File: config.mk
export PLATFORM = sky130hd
export DESIGN_NAME = mmio_uart_tx
export DESIGN_NICKNAME = d
export VERILOG_FILES = /design/src/rtl/cpu_pkg.sv /design/src/rtl/uart_tx_fifo.sv /design/src/rtl/mmio_uart_tx.sv
export SDC_FILE = /design/constraint.sdc
export NUM_CORES = 1
export LEC_CHECK = 0
export CAP_MARGIN = 20
export CORE_MARGIN = 2
export CORE_UTILIZATION = 40
export DETAILED_ROUTE_END_ITERATION = 10
export GPL_TIMING_DRIVEN = 0
export PLACE_DENSITY = 0.71
export SLEW_MARGIN = 20
export SYNTH_ARGS = -nofsm -noshare
export SYNTH_HDL_FRONTEND = slang
export SYNTH_SLANG_ARGS = --single-unit
File: constraint.sdc
create_clock -name clk -period 2.3 [get_ports clk]
set_input_delay 0.46 -clock clk [delete_from_list [all_inputs] [get_ports clk]]
set_output_delay 0.46 -clock clk [all_outputs]
set_load 0.02 [all_outputs]
File: src/rtl/cpu_pkg.sv
// Shared CPU-side constants and types for the memory-mapped UART transmitter.
package cpu_pkg;

  localparam logic [31:0] TX_ADDR   = 32'hFFFF_0000;
  localparam logic [31:0] STAT_ADDR = 32'hFFFF_0004;

  localparam int unsigned STAT_BUSY  = 0;
  localparam int unsigned STAT_EMPTY = 1;
  localparam int unsigned STAT_FULL  = 2;
  localparam int unsigned STAT_OVF   = 3;

  typedef enum logic [1:0] {
    IDLE  = 2'd0,
    START = 2'd1,
    DATA  = 2'd2,
    STOP  = 2'd3
  } tx_state_e;

  // Field order matches the STAT_* bit positions (ovf is the MSB).
  typedef struct packed {
    logic ovf;
    logic full;
    logic empty;
    logic busy;
  } uart_stat_t;

endpackage

File: src/rtl/uart_tx_fifo.sv
// Byte-wide TX FIFO with extra-MSB pointers for full/empty detection.
module uart_tx_fifo #(
  parameter int unsigned FIFO_DEPTH = 16
) (
  input  logic       clk,
  input  logic       rst,
  input  logic       push,
  input  logic       pop,
  input  logic [7:0] din,
  output logic [7:0] dout,
  output logic       full,
  output logic       empty
);

  localparam int unsigned AW = $clog2(FIFO_DEPTH);
  localparam int unsigned PW = AW + 1;

  logic [7:0]    mem [FIFO_DEPTH];
  logic [PW-1:0] wr_ptr;
  logic [PW-1:0] rd_ptr;

  assign empty = (wr_ptr == rd_ptr);
  assign full  = (wr_ptr[AW] != rd_ptr[AW]) && (wr_ptr[AW-1:0] == rd_ptr[AW-1:0]);
  assign dout  = mem[rd_ptr[AW-1:0]];

  always_ff @(posedge clk) begin
    if (push && !full) mem[wr_ptr[AW-1:0]] <= din;
  end

  // Full/empty come from the pre-edge pointers, so a push while full is dropped even with a pop.
  always_ff @(posedge clk) begin
    if (!rst) begin
      wr_ptr <= '0;
      rd_ptr <= '0;
    end else begin
      if (push && !full) wr_ptr <= wr_ptr + PW'(1);
      if (pop && !empty) rd_ptr <= rd_ptr + PW'(1);
    end
  end

endmodule

File: src/rtl/mmio_uart_tx.sv
// Memory-mapped 8N1 UART transmitter: store-bus decode, status read port and serializer.
module mmio_uart_tx #(
  parameter int unsigned CLKS_PER_BIT = 868,
  parameter int unsigned FIFO_DEPTH   = 16,
  parameter logic [31:0] TX_ADDR      = 32'hFFFF_0000,
  parameter logic [31:0] STAT_ADDR    = 32'hFFFF_0004
) (
  input  logic        clk,
  input  logic        rst,
  input  logic        we,
  input  logic [31:0] w_addr,
  input  logic [31:0] w_data,
  input  logic [31:0] r_addr,
  output logic [31:0] r_data,
  output logic        txd,
  output logic        busy
);

  import cpu_pkg::*;

  localparam int unsigned CW = (CLKS_PER_BIT > 2) ? $clog2(CLKS_PER_BIT) : 1;
  localparam logic [CW-1:0] CNT_MAX = CW'(CLKS_PER_BIT - 1);

  tx_state_e  state, state_d;
  logic [CW-1:0] cnt, cnt_d;
  logic [7:0] shift, shift_d;
  logic [2:0] bit_idx, bit_idx_d;
  logic       ovf;
  logic       txd_c;
  logic       tick;
  logic       push_req, clr_req, stat_hit;
  logic       fifo_pop, fifo_full, fifo_empty;
  logic [7:0] fifo_dout;
  uart_stat_t stat;
  logic       unused_bits;

  assign push_req = we && (w_addr[31:2] == TX_ADDR[31:2]);
  assign clr_req  = we && (w_addr[31:2] == STAT_ADDR[31:2]) && w_data[0];
  assign stat_hit = (r_addr[31:2] == STAT_ADDR[31:2]);
  assign tick     = (cnt == '0);
  assign stat     = '{ovf: ovf, full: fifo_full, empty: fifo_empty, busy: busy};
  assign unused_bits = &{1'b0, w_data[31:8], w_addr[1:0], r_addr[1:0]};

  uart_tx_fifo #(
    .FIFO_DEPTH(FIFO_DEPTH)
  ) u_fifo (
    .clk  (clk),
    .rst  (rst),
    .push (push_req),
    .pop  (fifo_pop),
    .din  (w_data[7:0]),
    .dout (fifo_dout),
    .full (fifo_full),
    .empty(fifo_empty)
  );

  // Serializer next-state; txd_c is the line level for the current state, registered below.
  always_comb begin
    state_d   = state;
    cnt_d     = tick ? cnt : cnt - CW'(1);
    shift_d   = shift;
    bit_idx_d = bit_idx;
    fifo_pop  = 1'b0;
    txd_c     = 1'b1;
    case (state)
      IDLE: begin
        if (!fifo_empty) begin
          fifo_pop = 1'b1;
          shift_d  = fifo_dout;
          cnt_d    = CNT_MAX;
          state_d  = START;
        end
      end
      START: begin
        txd_c = 1'b0;
        if (tick) begin
          bit_idx_d = 3'd0;
          cnt_d     = CNT_MAX;
          state_d   = DATA;
        end
      end
      DATA: begin
        txd_c = shift[0];
        if (tick) begin
          shift_d   = {1'b0, shift[7:1]};
          bit_idx_d = bit_idx + 3'd1;
          cnt_d     = CNT_MAX;
          if (bit_idx == 3'd7) state_d = STOP;
        end
      end
      STOP: begin
        if (tick) begin
          cnt_d = CNT_MAX;
          if (!fifo_empty) begin
            fifo_pop = 1'b1;
            shift_d  = fifo_dout;
            state_d  = START;
          end else begin
            state_d = IDLE;
          end
        end
      end
      default: state_d = IDLE;
    endcase
  end

  always_ff @(posedge clk) begin
    if (!rst) begin
      state   <= IDLE;
      cnt     <= '0;
      shift   <= '0;
      bit_idx <= '0;
      ovf     <= 1'b0;
      txd     <= 1'b1;
      busy    <= 1'b0;
      r_data  <= '0;
    end else begin
      state   <= state_d;
      cnt     <= cnt_d;
      shift   <= shift_d;
      bit_idx <= bit_idx_d;
      txd     <= txd_c;
      busy    <= (state != IDLE) || !fifo_empty;
      // A dropped push in the same cycle as a clear leaves overflow set.
      if (push_req && fifo_full) ovf <= 1'b1;
      else if (clr_req)          ovf <= 1'b0;
      r_data  <= stat_hit ? {28'd0, stat} : 32'd0;
    end
  end

endmodule

After elaboration in Yosys (flattened, before gate mapping)
Memory sizes are Yosys's and may differ from the RTL's. A register that Yosys moved wholly into a read port is not among the register bits.
Index checks and enable logic that the tools add are counted.
{ "totals": {"regBits": 68, "ram_bits": 128, "output_inout_bits": 34, "elab_cells": 80, "mem_count": 1} }
{ "op_classes": {"addsub": 4, "eq_ne": 15, "mux": 28, "n_reduce_logical": 21} }
{ "memory_table": {"columns": ["name", "depth", "width", "read_ports", "rd_ports_with_merged_regs", "write_ports", "line", "rtl"], "rows": [
  ["u_fifo.mem", 16, 8, 1, 1, 1, "uart_tx_fifo.sv:18", "logic [7:0] mem [FIFO_DEPTH];"]
]} }
{ "op_table": {"columns": ["cell", "n"], "rows": [
  ["$eq 30x30->1 const B", 3],
  ["$mux 10", 3],
  ["$mux 8", 3],
  ["$pmux 8 s3", 1],
  ["$pmux 10 s2", 1],
  ["$add 5x1->5 const B", 2],
  ["$logic_not 10->1", 1],
  ["$mux 2", 5],
  ["$ne 2x2->1 const B", 5],
  ["$sub 10x1->10 const B", 1],
  ["$mux 4", 2],
  ["$pmux 2 s4", 1],
  ["$logic_and 1x1->1", 7],
  ["$mux 1", 7],
  ["$mux 3", 2],
  ["$pmux 3 s2", 1],
  ["$reduce_and 3->1", 2],
  ["$reduce_bool 2->1", 3],
  ["$eq 5x5->1", 1],
  ["$reduce_and 5->1", 1],
  ["$eq 2x2->1 const B", 2],
  ["$eq 4x4->1", 1],
  ["$pmux 1 s2", 2],
  ["$add 3x1->3 const B", 1],
  ["other kinds (9)", 10]
]} }

Logic depth before layout (Yosys ltp)
Gate-level depths: netlist (run 1).
{ "logic_depth": {"ltp_word": 7, "depth_mapped": 9, "depth_no_buf": 8} }

Modules after synthesis
From an unflattened synthesis (run 1), not the netlist that was laid out.
{ "unflattened": {"cells_unflattened": 503, "area_unflattened_um2": 7728.7} }
{ "by_module_without_submodules": {"columns": ["module", "instances", "cells_each", "area_each_um2"], "rows": [
  ["uart_tx_fifo", 1, 282, 5806.8],
  ["mmio_uart_tx", 1, 221, 1921.8]
]} }

Worst setup path after synthesis (run 1)
OpenSTA, ideal clock, no wires.
{ "synth_timing": {"path_kind": "input-to-reg", "start": "input port w_addr[3]", "end": "memory u_fifo.mem[0][0], enable pin", "setup_time_ps": 383, "arrival_ps": 2035, "required_ps": 1917, "setup_slack_ps": -118, "stages": 5, "n_path_buf": 0, "path_cell_list": "nand4b_1 nor4_2 o2111a_1 nand2_1 nor3_1"} }
{ "synth_between": {"elab_chain_len": 5} }
{ "synth_lines": {"columns": ["item", "line", "rtl"], "rows": [
  ["from (decl)", "mmio_uart_tx.sv:11", "input logic [31:0] w_addr,"],
  ["$eq 30x30->1", "mmio_uart_tx.sv:37", "assign push_req = we && (w_addr[31:2] == TX_ADDR[31:2]);"],
  ["$logic_and 1x1->1", "mmio_uart_tx.sv:37", null],
  ["$logic_and 1x1->1", "uart_tx_fifo.sv:27", "if (push && !full) mem[wr_ptr[AW-1:0]] <= din;"],
  ["$mux 1", "uart_tx_fifo.sv:27", null],
  ["$mux 1 (implied by the code)", "uart_tx_fifo.sv:27", null],
  ["to (decl)", "uart_tx_fifo.sv:18", null]
]} }
Every way passes these cells.

Final worst setup path (run 1)
{ "layout_timing": {"start": "input port w_addr[23]", "end": "memory u_fifo.mem[1][0], enable pin"} }
Same word-level chain as after synthesis.

==> flow_summary.ini, run 1 <==
[sta]
tns_ps = 0
relSlewSlack_pct = 54.5
min_period_over_period_pct = 97.4
finClkSkew_ps = 13.1
worstMarginPinSlew_ps = 680
setup_viol = 0
hold_violations = 0
drv_slew = 0
setup_slack_ps = 59.0
clock.fmax_mhz = 446
min_period_ps = 2240
worst_hold_slack_ps = 463
rsz0062_at_grt = yes

[synthesis]
synth_edf_count = 128
async_flop_share_pct = 0
ys_top_cells_by_area = edfxtp_1 51%, dfxtp_1 12%, mux4_2 6.9%
synth_flop_cell = edfxtp_1
ys_seq_area_share_pct = 62.9
ys_warn_count = 0
synth-seq-cells = 172
yosysTopAreaCell = edfxtp_1
syn_area_um2 = 7510
synth_cells = 525
synth_top_area_share_pct = 51.2
synth_cell_types = 60
avgSynthCellArea_um2 = 14.3

[floorplanning]
die_h_um = 141
initial_core_util_pct = 40.4
row_count = 50
die_area_um2 = 19900
core_um2 = 18600
dieWidth_um = 141
ioPinCount = 133

[detailed_routing]
totalWireLength_mm = 17.0
drt_iter0_markers = 304
drc = 0
wire_per_inst_um = 18.5
vias = 4943
viasPerCell = 5.40
first_pass_iters = 5
ant_nets = 0

[setup_path]
crit_type = input pin to flop
setup.worst_path.start = w_addr[23]
crit_fanout = 6
cp_data_required_time_ps = 2440
crit_path_start_kind = input pin
cp-end-kind = flop
cp.arrival_ps = 2380

[pwr]
leakagePower_nw = 3.35
ir_drop_mv = 0.546
power_density_nw_per_um2 = 769

[clocking]
clkTransAtPathRegs_ps = 60
cts_hold_buf = 0
clockBufferDepth = 2
cts.root.buffer_cell = clkbuf_16
cts_tree = yes
clk_latency_ps = 430
clock-sinks = 172
cts_buffers = 17
cts_htree_levels = 4

[place]
io_buffers = 76
place_ws_ps = -991
dp_hpwl_mm = 11.4
place_area_um2 = 8690
dpl.cell_count = 862
finalWeightedCongestion = 0.835

[worst_hold_path]
hold_path.class = flop to flop
hp-start = shift[1]

[grt]
grt_remaining_overflow = 0
grt_max_degree = 18
antenna_found_initial = 0
track_usage_pct = 17.5
grt_pass1_wl_mm = 26.5
grt_pass1_vias = 5014

[status]
outcome = finished clean

[cells_and_area]
nets = 783
diodes = 0
fin_cells = 916
finish.instance_area_um2 = 9820
area.growth.synth_to_final_pct = 30.7
fill_cells = 1459
drive_above_1_share_pct = 23.8

[flow_run]
drv_cap = 0
==> worst max-delay path: stages <==
cell             delay [ps]
clkdlybuf4s50_1         460
nand4_1                 140
nor4_4                  330
o2111a_2                420
nand2_4                 160
nor3_4                  250
buf_12                  160
==> synthesized netlist by cell type, types with 6 or more instances <==
cell and count:
clkbuf_1 7, buf_2 9, nor2_1 35, a2111oi_0 7
dfxtp_1 44, buf_4 31, or3_1 6, nand4_1 8
mux4_2 23, ha_1 14, nand2_1 16, inv_1 21
o21ai_0 6, o32ai_1 7, mux2i_1 21, nand3_1 8
mux2_2 7, nor3_1 9, nor2b_1 14, xnor2_1 9
a21oi_1 20, edfxtp_1 128
==> stage by stage <==
stage | power, mW | util [%]
global placement | 4.55 | 46.8
CTS | 7.52 | 52.3
finish | 7.55 | 52.8
global route | 7.81 | 52.8
floorplan | 4.28 | -
detailed placement | 4.60 | 46.8
==> power by group <==
part	internal [mW]	leakage [nW]	switching [mW]
Sequential	3.42	1.51	0.108
Combinational	0.524	1.54	0.530
Clock	1.73	0.296	1.24
Total	5.67	3.35	1.88
==> metal layers <==
metal	share of wire, %	up-vias	global-route usage (%)	wire (µm)
li1	-	2274	-	-
met3	5.8	31	3.63	987
met2	52	197	30.3	8820
met5	0	-	0	0
met1	40	2441	21.5	6790
met4	2.1	0	7.05	353
==> path summary, 6_finish.rpt <==
kind                      end  slack, ps  cells after the start
max          u_fifo.mem[1][0]         60                      7
min                  shift[1]        460                      2
max reg2reg          shift[4]         60                      6
min reg2reg          shift[1]        460                      2
==> sequential cells by signal (all words and copies together), names as in the netlist, named ones only <==
register / cells
u_fifo.rd_ptr: 5
r_data: 4
ovf: 1
cnt: 10
bit_idx: 3
state: 2
busy: 1
txd: 1
u_fifo.mem: 128
u_fifo.wr_ptr: 5
shift: 8
==> logic make-up (layout without fill, tap and decap cells) <==
group / Yosys count / in the layout / share of synthesized area, %
other cells: 1 / 28 / 0.0499
mux: 51 / 51 / 10.7
compound gates: 79 / 79 / 7.69
fa+ha+maj: 14 / 14 / 2.33
xor+xnor: 12 / 12 / 1.50
simple gates: 123 / 123 / 9.16
flops: 172 / 172 / 62.9
buf+inv: 73 / 203 / 5.65
==> cells in the final DEF (no fill, tap or decap), types with 6 or more instances in the layout <==
cell type,Yosys,final
o32ai_1,7,6
nor2_1,35,23
mux2i_1,21,21
nand2_1,16,12
nand3_1,8,8
clkbuf_16,0,17
o21ai_0,6,6
buf_12,0,11
clkdlybuf4s50_1,0,76
xnor2_1,9,9
a2111oi_0,7,6
nor2b_1,14,14
inv_1,21,21
buf_4,31,43
nand4_1,8,8
a21oi_1,20,20
or3_1,6,6
mux2_2,7,7
conb_1,1,28
mux4_2,23,23
ha_1,14,14
dfxtp_1,44,44
nor2_4,0,12
edfxtp_1,128,128
==> repair_timing <==
item,4_1_cts,5_1_grt
resized for setup,35,21
endpoints found under the setup margin,133,116
buffers inserted,19,4
pin swaps,11,6
==> layout make-up <==
class	count	area [µm²]	area share, %
Sequential cell	172	4720	48.1
Timing Repair Buffer	99	1070	10.9
Buffer	51	362	3.68
Inverter	22	82.6	0.841
Multi-Input combinational cell	307	2680	27.3
Tap cell	234	293	2.98
Clock buffer	17	425	4.33
Clock inverter	14	181	1.85
(Power assumes the default switching activity.)
==> run 2, diff against run 1 <==
- PLACE_DENSITY: 0.71 -> 0.68
- clock period: 2.3 -> 2.6 ns (I/O delays scaled with it)
==> run 2 against run 1 <==
Effect of this change:
- cell count fell by 1.6%
- core utilization fell by 1.9 points
- power fell by 15%
- global-route usage fell by 0.13 points
- via count fell by 3.8%
- largest cell class unchanged
- highest routed layer unchanged
==> flow_summary.ini, run 2 (same netlist as run 1, synthesis figures left out) <==
[setup_path]
cp-end-kind = flop
rr_worst_depth = 6
crit_type = input pin to flop
cp.arrival_ps = 2680
crit_path_start_kind = input pin
cp_data_required_time_ps = 2750
crit_fanout = 7

[place]
dp_hpwl_mm = 11.7
place_area_um2 = 8700
dpl.cell_count = 864
io_buffers = 76
place_ws_ps = -740
finalWeightedCongestion = 0.782

[sta]
finClkSkew_ps = 9.22
clock.fmax_mhz = 396
hold_violations = 0
rsz0062_at_grt = yes
min_period_ps = 2530
setup_viol = 0
drv_slew = 0
tns_ps = 0
min_period_over_period_pct = 97.1
setup_slack_ps = 74.4
worstMarginPinSlew_ps = 709
relSlewSlack_pct = 52.6

[cells_and_area]
finish.instance_area_um2 = 9460
drive_above_1_share_pct = 20.2
area.growth.synth_to_final_pct = 25.9
mostFrequentLayoutCell = edfxtp_1
fill_cells = 1508
largest_reg_flops = 128
final_cell_mix = 128 x edfxtp_1, 76 x clkdlybuf4s50_1, 44 x dfxtp_1
nets = 767
fin_cells = 901
diodes = 0

[clocking]
clk_latency_ps = 430
clockBufferDepth = 2
cts.root.buffer_cell = clkbuf_16
cts_htree_levels = 4
cts_tree = yes
clock-sinks = 172
cts_buffers = 17
clkTransAtPathRegs_ps = 60

[pwr]
ir_drop_mv = 0.475
leakagePower_nw = 3.16
power_density_nw_per_um2 = 678
power_mw = 6.41

[grt]
track_usage_pct = 17.4
grt_pass1_vias = 4812
grt_remaining_overflow = 0
antenna_found_initial = 0
grt_pass1_wl_mm = 26.1
grt_max_degree = 18

[floorplanning]
initial_core_util_pct = 40.4
die_h_um = 141
row_count = 50
ioPinCount = 133
dieWidth_um = 141
core_um2 = 18600
die_area_um2 = 19900

[detailed_routing]
totalWireLength_mm = 16.8
drc = 0
first_pass_iters = 4
drt_iter0_markers = 396
ant_nets = 0
vias = 4756
wire_per_inst_um = 18.7
viasPerCell = 5.28

[flow_run]
drv_cap = 0

[worst_hold_path]
hold_path.class = flop to flop
hold_depth = 2

[status]
outcome = finished clean
## run 2: changes by cell type in the layout (fill, tap and decap cells not counted), moves of 4 or more
| cell | before | now |
|---|---|---|
| nand2_4 | 4 | 0 |
| buf_2 | 4 | 9 |
| inv_6 | 5 | 0 |
| buf_12 | 11 | 4 |
| clkinv_2 | 1 | 5 |
| clkbuf_4 | 5 | 0 |
| clkbuf_1 | 4 | 8 |
| buf_4 | 43 | 34 |
## run 2: per-layer routing
| layer | part of all wire [%] | wire length [µm] | global-route usage (%) | up-vias |
|---|---|---|---|---|
| met3 | 4.6 | 777 | 4.14 | 19 |
| met4 | 1.6 | 265 | 5.21 | 0 |
| met2 | 53 | 8970 | 31.2 | 135 |
| li1 | - | - | - | 2239 |
| met5 | 0 | 0 | 0 | - |
| met1 | 40 | 6810 | 20.7 | 2363 |
## run 2: stage by stage
stage,hold slack [ps],util (%)
6_report,465,50.9
5_1_grt,490,50.9
4_1_cts,469,50.6
3_5_place_dp,454,46.8
3_3_place_gp,441,46.7
2_1_floorplan,433,-
## run 2: path summary, 6_finish.rpt
path                            slack [ps]      from                to
worst max register to register         270      flop          shift[3]
worst min-delay path                   470  shift[3]          shift[3]
worst max-delay path                    70        we  u_fifo.mem[0][6]
worst min register to register         470  shift[3]          shift[3]
## run 2: final cells by class
class | count | area [µm²] | area share [%]
Buffer | 51 | 342 | 3.61
Clock buffer | 21 | 470 | 4.97
Clock inverter | 11 | 95.1 | 1.00
Inverter | 22 | 82.6 | 0.873
Multi-Input combinational cell | 307 | 2590 | 27.4
Sequential cell | 172 | 4720 | 49.9
Tap cell | 234 | 293 | 3.09
Timing Repair Buffer | 83 | 863 | 9.12
## run 2: critical path, cell delays in order
cell and delay, ps:
clkdlybuf4s50_1 450, nand4_1 140, nor4_4 410, o2111a_2 370, nand2_1 300, nor3_4 320, buf_12 160
## run 2: timing repair
action                                  in CTS  in global routing
cloned                                       0                  0
pin swaps                                    2                  3
resized for setup                           20                  7
endpoints found under the setup margin     112                102
setup buffers                                3                  2
hold buffers                                 0                  0
## run 2: where the power goes
part	total (mW)	internal, mW	switching [mW]
logic	0.889	0.440	0.449
clock network	2.40	1.39	1.02
registers	3.12	3.02	0.0939
==> run 3, diff against run 2 <==
- CORE_UTILIZATION: 40 -> 50
- PLACE_DENSITY: 0.68 -> 0.81
==> run 3 against run 2 <==
Effect of this change:
- via count up 3.4%
- fmax down 2.4%
- count of clock-buffer cells in the layout down 4
- critical path depth unchanged
- sequential power about the same
- setup slack worse by 63 ps
- first-iteration DRC count up 3.0%
- critical endpoint unchanged
- power up 3.7%
- non-clock buffer count down 2
- sequential share of layout area unchanged
==> flow_summary.ini, run 3 (same netlist as run 1, synthesis figures left out) <==
[status]
outcome = finished clean

[setup_path]
path_cells = clkdlybuf4s50_1 -> nand4_1 -> nor4_4 -> o2111a_2 -> nand2_1 -> nor3_4 -> buf_12
cp_slowest_cell = clkdlybuf4s50_1
cp_data_required_time_ps = 2740
reg2reg_setup_slack_ps = 140
crit_path_start_kind = input pin
cp.arrival_ps = 2730
rr_worst_depth = 7
crit_fanout = 8
slowest_delay_ps = 460
regToRegEndpoint = shift[3]
cp-end-kind = flop
crit_type = input pin to flop
setup.worst_path.start = w_addr[27]

[place]
dp_hpwl_mm = 11.7
finalWeightedCongestion = 0.840
io_buffers = 76
place_area_um2 = 8630

[sta]
min_period_over_period_pct = 99.6
clock.fmax_mhz = 386
min_period_ps = 2590
worstMarginPinSlew_ps = 755
finClkSkew_ps = 15.5
tns_ps = 0
relSlewSlack_pct = 49.7
hold_violations = 0
setup_viol = 0
drv_slew = 0

[floorplanning]
core_um2 = 14600
initial_core_util_pct = 51.5
dieWidth_um = 127
die_h_um = 127
row_count = 44
ioPinCount = 133
die_area_um2 = 16000

[clocking]
clock-sinks = 172
clk_latency_ps = 430
clockBufferDepth = 2
cts_htree_levels = 4
cts.root.buffer_cell = clkbuf_16
cts_buffers = 17
cts_tree = yes
clkTransAtPathRegs_ps = 60
cts_hold_buf = 0

[cells_and_area]
final_cell_mix = 128 x edfxtp_1, 76 x clkdlybuf4s50_1, 44 x dfxtp_1
fill_cells = 998
ff_latch_area_um2 = 4720
drive_above_1_share_pct = 20.0
mostFrequentLayoutCell = edfxtp_1
area.growth.synth_to_final_pct = 25.9
finish.instance_area_um2 = 9460
fin_util_pct = 64.9
multiInputGateArea_um2 = 2620
largest_reg_flops = 128
diodes = 0
nets = 765

[grt]
grt_remaining_overflow = 0
track_usage_pct = 21.9
grt_pass1_vias = 4906
grt_pass1_wl_mm = 26.4
grt-busiest-layer = met2
use_met1_pct = 26.9
antenna_found_initial = 0
grt_max_degree = 18
met2_usage_pct = 37.9
gr-usage-met3_pct = 4.13

[pwr]
power_density_nw_per_um2 = 703
power_mw = 6.65
leakagePower_nw = 3.16
ir_drop_mv = 0.767

[worst_hold_path]
hold_path.class = flop to flop
min_to = shift[1]
hold_depth = 2
hp-start = shift[1]

[detailed_routing]
first_pass_iters = 8
ant_nets = 0
viasPerCell = 5.80
drc = 0
drt_iter0_markers = 408
totalWireLength_mm = 18.0
wire_per_inst_um = 21.2
vias = 4920

[flow_run]
drv_cap = 0
-- run 3: how the worst max path moves through the flow --
stage,end,slack (ps),cells past startpoint
after floorplan,u_fifo.mem[0][0],120,5
after detailed placement,u_fifo.mem[11][7],-690,6
after global placement,u_fifo.mem[0][6],-980,6
after global routing,u_fifo.mem[0][7],-80,7
final,u_fifo.mem[0][6],10,7
after CTS,u_fifo.mem[15][0],-200,6
-- run 3: what timing repair did --
item	CTS	global route
cloned	0	0
pin swaps	0	5
setup endpoints to repair	129	128
resized for setup	10	22
buffers inserted	0	5
-- run 3: cell type report --
class | instances | area share [%]
flip-flops and latches | 172 | 49.9
multi-input cells | 307 | 27.6
repair buffers | 81 | 9.10
clock buffers | 17 | 4.50
plain buffers | 51 | 3.61
well taps | 184 | 2.43
clock inverters | 15 | 1.93
inverters | 22 | 0.873
-- run 3: worst max-delay path: cells and delay by family --
family | cells | cell delay (ps)
simple gates | 4 | 1210
compound gates | 1 | 360
buf+inv | 2 | 630
-- run 3: layer usage --
layer | vias up | part of all wire [%] | routed length (µm)
li1 | 2238 | - | -
met1 | 2408 | 37 | 6670
met2 | 236 | 53 | 9620
met3 | 38 | 7.3 | 1310
met4 | 0 | 2.3 | 407
met5 | - | 0 | 0
-- run 3: through the flow --
stage,hold slack [ps],instances,worst slack (ps)
after floorplan,433,552,122
after global placement,440,812,-984
after detailed placement,452,812,-691
after CTS,462,844,-203
after global routing,485,849,-81.7
final,462,849,11.3
-- run 3: power by group --
part	internal [mW]	switching, mW
Clock	1.52	1.10
Sequential	3.02	0.0976
Combinational	0.440	0.462
